File: src/rtl/regfile_writer.sv
`default_nettype none
// ============================================================================
// Module   : regfile_writer
// Brief    : Arbitrates ALU results and FIFO-buffered load results onto a
//            single registered register-file write port with busy tracking.
// Revision : 1.0 - initial release
// ============================================================================
module regfile_writer #(
    parameter int DEPTH        = 4,
    parameter int STARVE_LIMIT = 4
) (
    input  logic        clk,
    input  logic        rst,
    input  logic        alu_valid,
    output logic        alu_ready,
    input  logic [4:0]  alu_wa,
    input  logic [31:0] alu_wd,
    input  logic        ld_valid,
    output logic        ld_ready,
    input  logic [4:0]  ld_wa,
    input  logic [31:0] ld_wd,
    output logic        we,
    output logic [4:0]  wa,
    output logic [31:0] wd,
    output logic [31:0] busy
);

    localparam int c_ptr_w = (DEPTH > 1) ? $clog2(DEPTH) : 1;
    localparam int c_cnt_w = c_ptr_w + 1;
    localparam int c_stv_w = (STARVE_LIMIT > 0) ? $clog2(STARVE_LIMIT + 1) : 1;
    localparam logic [c_cnt_w-1:0] c_depth      = c_cnt_w'(DEPTH);
    localparam logic [c_stv_w-1:0] c_starve_max = c_stv_w'(STARVE_LIMIT);

    logic [4:0]         r_fifo_wa [DEPTH];
    logic [31:0]        r_fifo_wd [DEPTH];
    logic [c_ptr_w-1:0] r_wr_ptr;
    logic [c_ptr_w-1:0] r_rd_ptr;
    logic [c_cnt_w-1:0] r_count;
    logic [c_stv_w-1:0] r_starve;
    logic               r_we;
    logic [4:0]         r_wa;
    logic [31:0]        r_wd;

    logic               w_empty;
    logic               w_alu_grant;
    logic               w_enq;
    logic               w_deq;
    logic [4:0]         w_head_wa;
    logic [31:0]        w_head_wd;
    logic [31:0]        w_entry_hot [DEPTH];
    logic [31:0]        w_busy_all;

    assign w_empty     = (r_count == '0);
    assign ld_ready    = !rst && (r_count < c_depth);
    // ALU is held off only when it has starved a non-empty FIFO long enough
    assign alu_ready   = !rst && !((r_starve == c_starve_max) && !w_empty);
    assign w_alu_grant = alu_valid && alu_ready;
    assign w_enq       = ld_valid && ld_ready;
    assign w_deq       = !rst && !w_alu_grant && !w_empty;
    assign w_head_wa   = r_fifo_wa[r_rd_ptr];
    assign w_head_wd   = r_fifo_wd[r_rd_ptr];

    always_ff @(posedge clk) begin
        if (w_enq) begin
            r_fifo_wa[r_wr_ptr] <= ld_wa;
            r_fifo_wd[r_wr_ptr] <= ld_wd;
        end
    end

    always_ff @(posedge clk) begin
        if (rst) begin
            r_wr_ptr <= '0;
            r_rd_ptr <= '0;
            r_count  <= '0;
            r_starve <= '0;
        end else begin
            if (w_enq) begin
                r_wr_ptr <= r_wr_ptr + 1'b1;
            end
            if (w_deq) begin
                r_rd_ptr <= r_rd_ptr + 1'b1;
            end
            case ({w_enq, w_deq})
                2'b10:   r_count <= r_count + 1'b1;
                2'b01:   r_count <= r_count - 1'b1;
                default: r_count <= r_count;
            endcase
            if (w_deq || w_empty) begin
                r_starve <= '0;
            end else if (w_alu_grant && (r_starve != c_starve_max)) begin
                r_starve <= r_starve + 1'b1;
            end
        end
    end

    // Writes to r0 still consume their grant but never assert we
    always_ff @(posedge clk) begin
        if (rst) begin
            r_we <= 1'b0;
            r_wa <= '0;
            r_wd <= '0;
        end else if (w_alu_grant) begin
            r_we <= (alu_wa != 5'd0);
            r_wa <= alu_wa;
            r_wd <= alu_wd;
        end else if (w_deq) begin
            r_we <= (w_head_wa != 5'd0);
            r_wa <= w_head_wa;
            r_wd <= w_head_wd;
        end else begin
            r_we <= 1'b0;
        end
    end

    assign we = r_we;
    assign wa = r_wa;
    assign wd = r_wd;

    for (genvar gi = 0; gi < DEPTH; gi++) begin : g_entry
        logic [c_ptr_w-1:0] w_off;
        logic               w_valid;
        assign w_off   = c_ptr_w'(gi) - r_rd_ptr;
        assign w_valid = ({1'b0, w_off} < r_count);
        assign w_entry_hot[gi] = w_valid ? (32'd1 << r_fifo_wa[gi]) : 32'd0;
    end

    always_comb begin
        w_busy_all = '0;
        for (int i = 0; i < DEPTH; i++) begin
            w_busy_all = w_busy_all | w_entry_hot[i];
        end
    end

    assign busy = {w_busy_all[31:1], 1'b0};

endmodule
`default_nettype wire

File: config.mk
export PLATFORM = sky130hd
export DESIGN_NAME = regfile_writer
export DESIGN_NICKNAME = d
export VERILOG_FILES = /design/src/rtl/regfile_writer.sv
export SDC_FILE = /design/constraint.sdc
export NUM_CORES = 1
export LEC_CHECK = 0
export BUFFER_PORTS_ARGS = -buffer_cell sky130_fd_sc_hd__buf_2
export CAP_MARGIN = 15
export CORE_ASPECT_RATIO = 0.6
export CORE_UTILIZATION = 50
export CTS_CLUSTER_SIZE = 25
export DETAILED_ROUTE_END_ITERATION = 7
export PLACE_DENSITY = 0.77
export SLEW_MARGIN = 20
export SYNTH_ARGS = -nofsm -noshare
export SYNTH_HDL_FRONTEND = slang
export SYNTH_SLANG_ARGS = --single-unit
export TNS_END_PERCENT = 50
File: constraint.sdc
create_clock -name clk -period 3.2 [get_ports clk]
set_input_delay 0.32 -clock clk [delete_from_list [all_inputs] [get_ports clk]]
set_output_delay 0.32 -clock clk [all_outputs]
set_load 0.02 [all_outputs]
Word-level counts from Yosys, hierarchy flattened
Memories as Yosys holds them, arrays and structs flattened. A register that Yosys moved wholly into a read port is not among the register bits.
Index checks and enable logic that the tools add are counted.

cells by class
  add/subtract/negate cells = 9
  $mul = 0
  div/mod/pow operators = 0
  magnitude comparators = 5
  equal/unequal tests = 4
  shift-type cells = 4
  multiplexer cells = 17
  bitwise operators = 3
  reductions and logical operators = 19

operator list
  kind                                                 count
  2-to-1 mux 32 bit                                    6
  left shift 1 x 5 -> 32 bit, first input constant     4
  OR 32 bit                                            3
  less-than comparator 2 x 3 -> 1 bit                  4
  2-to-1 mux 5 bit                                     2
  nonzero test 5 bit                                   2
  logical AND 1 bit                                    8
  2-to-1 mux 2 bit                                     4
  adder 3 x 1 -> 3 bit, second input constant          2
  one-hot mux 3 bit (2 select lines)                   1
  adder 2 x 1 -> 2 bit, second input constant          2
  logical NOT 1 bit                                    4
  2-to-1 mux 1 bit                                     4
  nonzero test 2 bit                                   2
  subtractor 1 x 2 -> 2 bit, first input constant      2
  subtractor 2 bit, first input constant               2
  equality test 3 bit, second input constant           1
  logical NOT 3 bit                                    1
  less-than comparator 3 bit, second input constant    1
  != test 3 bit, second input constant                 1
  subtractor 3 x 1 -> 3 bit, second input constant     1
  equality test 2 x 1 -> 1 bit, second input constant  1
  equality test 2 bit, second input constant           1
  OR reduction 2 bit                                   1
  logical OR 1 bit                                     1

word-level totals
  bits in registers = 48
  latch bits = 0
  bits in writable memories = 148
  ROM bits = 0
  memories = 2

memories
  memory     words  width  read ports  clocked after Yosys merged registers in  write ports  line  source
  r_fifo_wd  4      32     1           1                                        1            35    logic [31:0] r_fifo_wd [DEPTH];
  r_fifo_wa  4      5      5           1                                        1            34    logic [4:0] r_fifo_wa [DEPTH];

Longest topological paths before layout
  word-level depth = 11
  depth in mapped cells = 10
  depth with buffers taken out = 10

Least setup slack after synthesis
No wires, ideal clock.

  path type = register to register
  from = register r_count[2]
  to = register r_count[2]
  library setup time = 0.071 ns
  arrival time = 2.323 ns
  required time = 3.129 ns
  setup slack = 0.807 ns
  stages on the path, launching flop included = 10
  buffers on the path = 1
  period minus slack after synthesis = 2.393 ns
  path through = dfxtp_1 > clkbuf_1 > nor3_1 > a211oi_1 > ha_1 > inv_1 > fa_1 > xor2_1 > or3_1 > a21oi_1

on the way
  cells in the longest elaborated chain, start to end = 11

ends and longest elaborated chain
  element                                                                   line    source
  from (decl)                                                               38      logic [c_cnt_w-1:0] r_count;
  from (signal assigned)                                                    84      2'b10: r_count <= r_count + 1'b1;
  from (signal assigned)                                                    85      2'b01: r_count <= r_count - 1'b1;
  from (signal assigned)                                                    86      default: r_count <= r_count;
  logical NOT 3 bit *                                                       53      assign w_empty = (r_count == '0);
  logical NOT 1 bit *                                                       56, 59
  logical AND 1 bit                                                         56      assign alu_ready = !rst && !((r_starve == c_starve_max) && !w_empty);
  logical NOT 1 bit                                                         56
  logical AND 1 bit                                                         56
  logical AND 1 bit                                                         57      assign w_alu_grant = alu_valid && alu_ready;
  logical NOT 1 bit                                                         59      assign w_deq = !rst && !w_alu_grant && !w_empty;
  logical AND 1 bit                                                         59
  logical AND 1 bit *                                                       59
  named net w_deq                                                           47      logic w_deq;
  equality test 2 x 1 -> 1 bit or equality test 2 bit (tied branches)       83      case ({w_enq, w_deq})
  one-hot mux 3 bit (2 select lines) or nonzero test 2 bit (tied branches)  -

Mark *: on every way through the listed nets, which the timed path passes. The rest lies on a longest branch.
A chain may end at the register's enable or synchronous reset.

Final worst setup path
  from = register r_count[1]
  to = output port busy[5]

on the way
  cells in the longest elaborated chain, start to end = 5

ends and longest elaborated chain
  element                              line  source
  less-than comparator 2 x 3 -> 1 bit  123   assign w_valid = ({1'b0, w_off} < r_count);
  2-to-1 mux 32 bit                    124   assign w_entry_hot[gi] = w_valid ? (32'd1 << r_fifo_wa[gi]) : 32'd0;
  OR 32 bit (2 in a row)               130   w_busy_all = w_busy_all | w_entry_hot[i];
  OR 32 bit *                          130
  to (decl)                            25    output logic [31:0] busy

Mark *: on every way between the ends. The rest lies on a longest branch, timed or not.

==> metrics.cfg <==
[timing]
setup_violations=0
final.setup.tns_ns=0
max_freq_mhz=331.3
worst_slew_pin_slew_ns=0.9893
rsz0062_at_grt=no
relSlewSlack=0.3405
slew_violations=0
finalCritPeriodShare=0.9433
hold_viol_final=0
period_needed_ns=3.018
finalClockSkew_ns=0.01422

[critical_path]
path_max_fanout=6
cp.arrival_ns=2.70
end_kind=output pin
crit_required_ns=2.88
criticalPathCategory=flip-flop to output pin
cp-start-kind=flip-flop

[placement]
dp_hpwl_um=16670
place_congestion=1.050
port_buffers=148

[synth]
synth-seq-area-share=0.6098
synth_warnings=0
ys_seq_elements=198
synth_cells=680
synth_edf_count=148
synth_fp_nets=770
synthArstFlopShare=0
synth_ff_type=edfxtp_1
synthDistinctLibCells=50
netlist_area_um2=8930
avgSynthCellArea_um2=13.13

[floorplan]
ios=150
die_y_um=105.5
dieArea_um2=18420
start_util=0.5158
core_um2=17310
die_w_um=174.5
num_rows=37

[global_routing]
grt_max_degree=38
grt_antenna_before_repair=3
globalRouteTotalUtil=0.2682
grt_first_pass_wirelength_um=36580
grt-ovfl-total=0
grt_pass1_vias=6372

[drt]
firstDrtPassIters=6
drc=0
ant_nets=0
drt_iter0_markers=974
drt-total-wl_um=24020
avgViaCountPerCell=6.068
wl_per_cell_um=22.36
vias=6517

[power_and_ir_drop]
ir_drop_mv=0.4507
power_density_nw_per_um2=569.9
leakagePower_nw=3.829

[hold_path]
hp-class=input port to flip-flop

[final_layout]
layout-drive-gt1-share=0.3218
filler_cell_count=1353
syn_to_final_growth_pct=18.24
fin_nets=916
fin_util=0.6098

[status]
outcome=complete, no violations

[clock_network]
ctsLongestPathBuffers=2
cts_tree=built
clockRootBuffer=clkbuf_16
numCtsBuffers=17
htreeDepth=4
clock-sinks=198
path_clk_slew_ns=0.08
ctsHoldBuffers=0
clk_latency_ns=0.43

[job]
max_cap_viol_count=0

==> synth_stat cells (all sizes together), types with 5 or more instances <==
master / n / area (um2)
o21ai: 6 / 30.02
a311oi: 22 / 286.5
nand3: 16 / 80.08
and2: 5 / 31.28
buf: 18 / 110.1
mux4: 37 / 833.3
o22ai: 23 / 143.9
or2: 5 / 31.28
nor2b: 13 / 81.33
inv: 14 / 52.55
nand2b: 15 / 93.84
clkbuf: 25 / 93.84
nand2: 86 / 322.8
ha: 11 / 137.6
a21oi: 20 / 100.1
a221o: 23 / 230.2
nor2: 77 / 289.0
edfxtp: 148 / 4444
a211oi: 16 / 125.1
dfxtp: 50 / 1001
==> placed cells by master, fill, tap and decap left out, types with 7 or more instances in the layout <==
master,instances
dfxtp_1,48
o22ai_1,23
nand3_1,16
ha_1,11
nor2_1,76
a211oi_1,15
a311oi_1,7
a311oi_2,15
a21oi_1,20
buf_2,148
edfxtp_1,148
nand2b_1,14
mux4_2,37
clkbuf_16,17
a221o_1,23
buf_4,22
nor2b_1,13
inv_1,14
nand2_1,86
==> power by group <==
part / switching (mW) / total (mW) / internal, mW
logic: 0.562 / 0.887 / 0.325
registers: 0.0781 / 2.97 / 2.89
clock network: 1.02 / 2.16 / 1.14
total: 1.66 / 6.02 / 4.35
==> worst paths after layout <==
check                                 start                to  slack (ns)  cells past startpoint
worst max-delay path             r_count[1]           busy[5]        0.18                      8
worst min-delay path              ld_wd[29]  r_fifo_wd[3][29]        0.11                      1
worst max register to register  r_starve[0]        r_count[2]        0.40                     10
worst min register to register        wa[4]             wa[4]        0.50                      2
==> per-layer routing <==
layer | global-route usage | vias up | share of wire
met5 | 0 | - | 0.0011
met3 | 0.1064 | 52 | 0.13
met2 | 0.3657 | 389 | 0.41
li1 | - | 2904 | -
met1 | 0.4018 | 3168 | 0.45
met4 | 0.05466 | 4 | 0.013
==> registers in the layout, indices dropped and copies added (netlist names), named ones only <==
name,count
wa,5
r_fifo_wa,20
r_fifo_wd,128
we,1
r_rd_ptr,2
r_starve,3
wd,32
r_count,3
r_wr_ptr,2
==> cell families after synthesis <==
family                     after synthesis  synth area share
adders and majority gates               12           0.01765
DFF                                    198            0.6098
and+or+nand+nor                        236            0.1183
buffers and inverters                   57           0.02872
AOI/OAI and AO/OA                      133            0.1260
xor gates and xnor gates                 6          0.005885
other                                    1         0.0004199
muxes                                   37           0.09332
==> layout make-up <==
cell class	instances	area, um2	share of cell area
clock buffers	19	442.9	0.04195
well taps	234	292.8	0.02773
flip-flops and latches	198	5448	0.5159
repair buffers	170	905.9	0.08579
inverters	14	52.55	0.004977
multi-input cells	425	3252	0.3080
clock inverters	13	162.7	0.01540
diodes	1	2.502	0.0002370
==> stage by stage <==
step           area, um2  hold slack (ns)  std cells  worst slack, ns  total power, mW
3_3_place_gp        9945           0.4755       1041           0.5278            3.883
3_5_place_dp        9945           0.4951       1041           0.4299            3.893
6_report           10560           0.1054       1074           0.1815            6.017
2_1_floorplan       8930           0.4189        680           0.8065            3.574
5_1_grt            10560          0.09592       1074          0.06496            6.222
4_1_cts            10550          0.09439       1073           0.1069            6.027
==> what timing repair did <==
| item | CTS | global route |
|---|---|---|
| resized for setup | 1 | 1 |
| setup buffers | 0 | 0 |
| setup endpoints to repair | 1 | 2 |
| cloned | 0 | 0 |
==> worst max-delay path, stage by stage, from the launching register on <==
cell      delay [ns]
dfxtp_1         0.39
inv_1           0.15
ha_1            0.32
a21oi_1         0.04
o21bai_1        0.39
nand2b_1        0.28
nor2_1          0.32
a221o_1         0.21
buf_2           0.17
No activity file was read; power rests on OpenSTA's default activity.
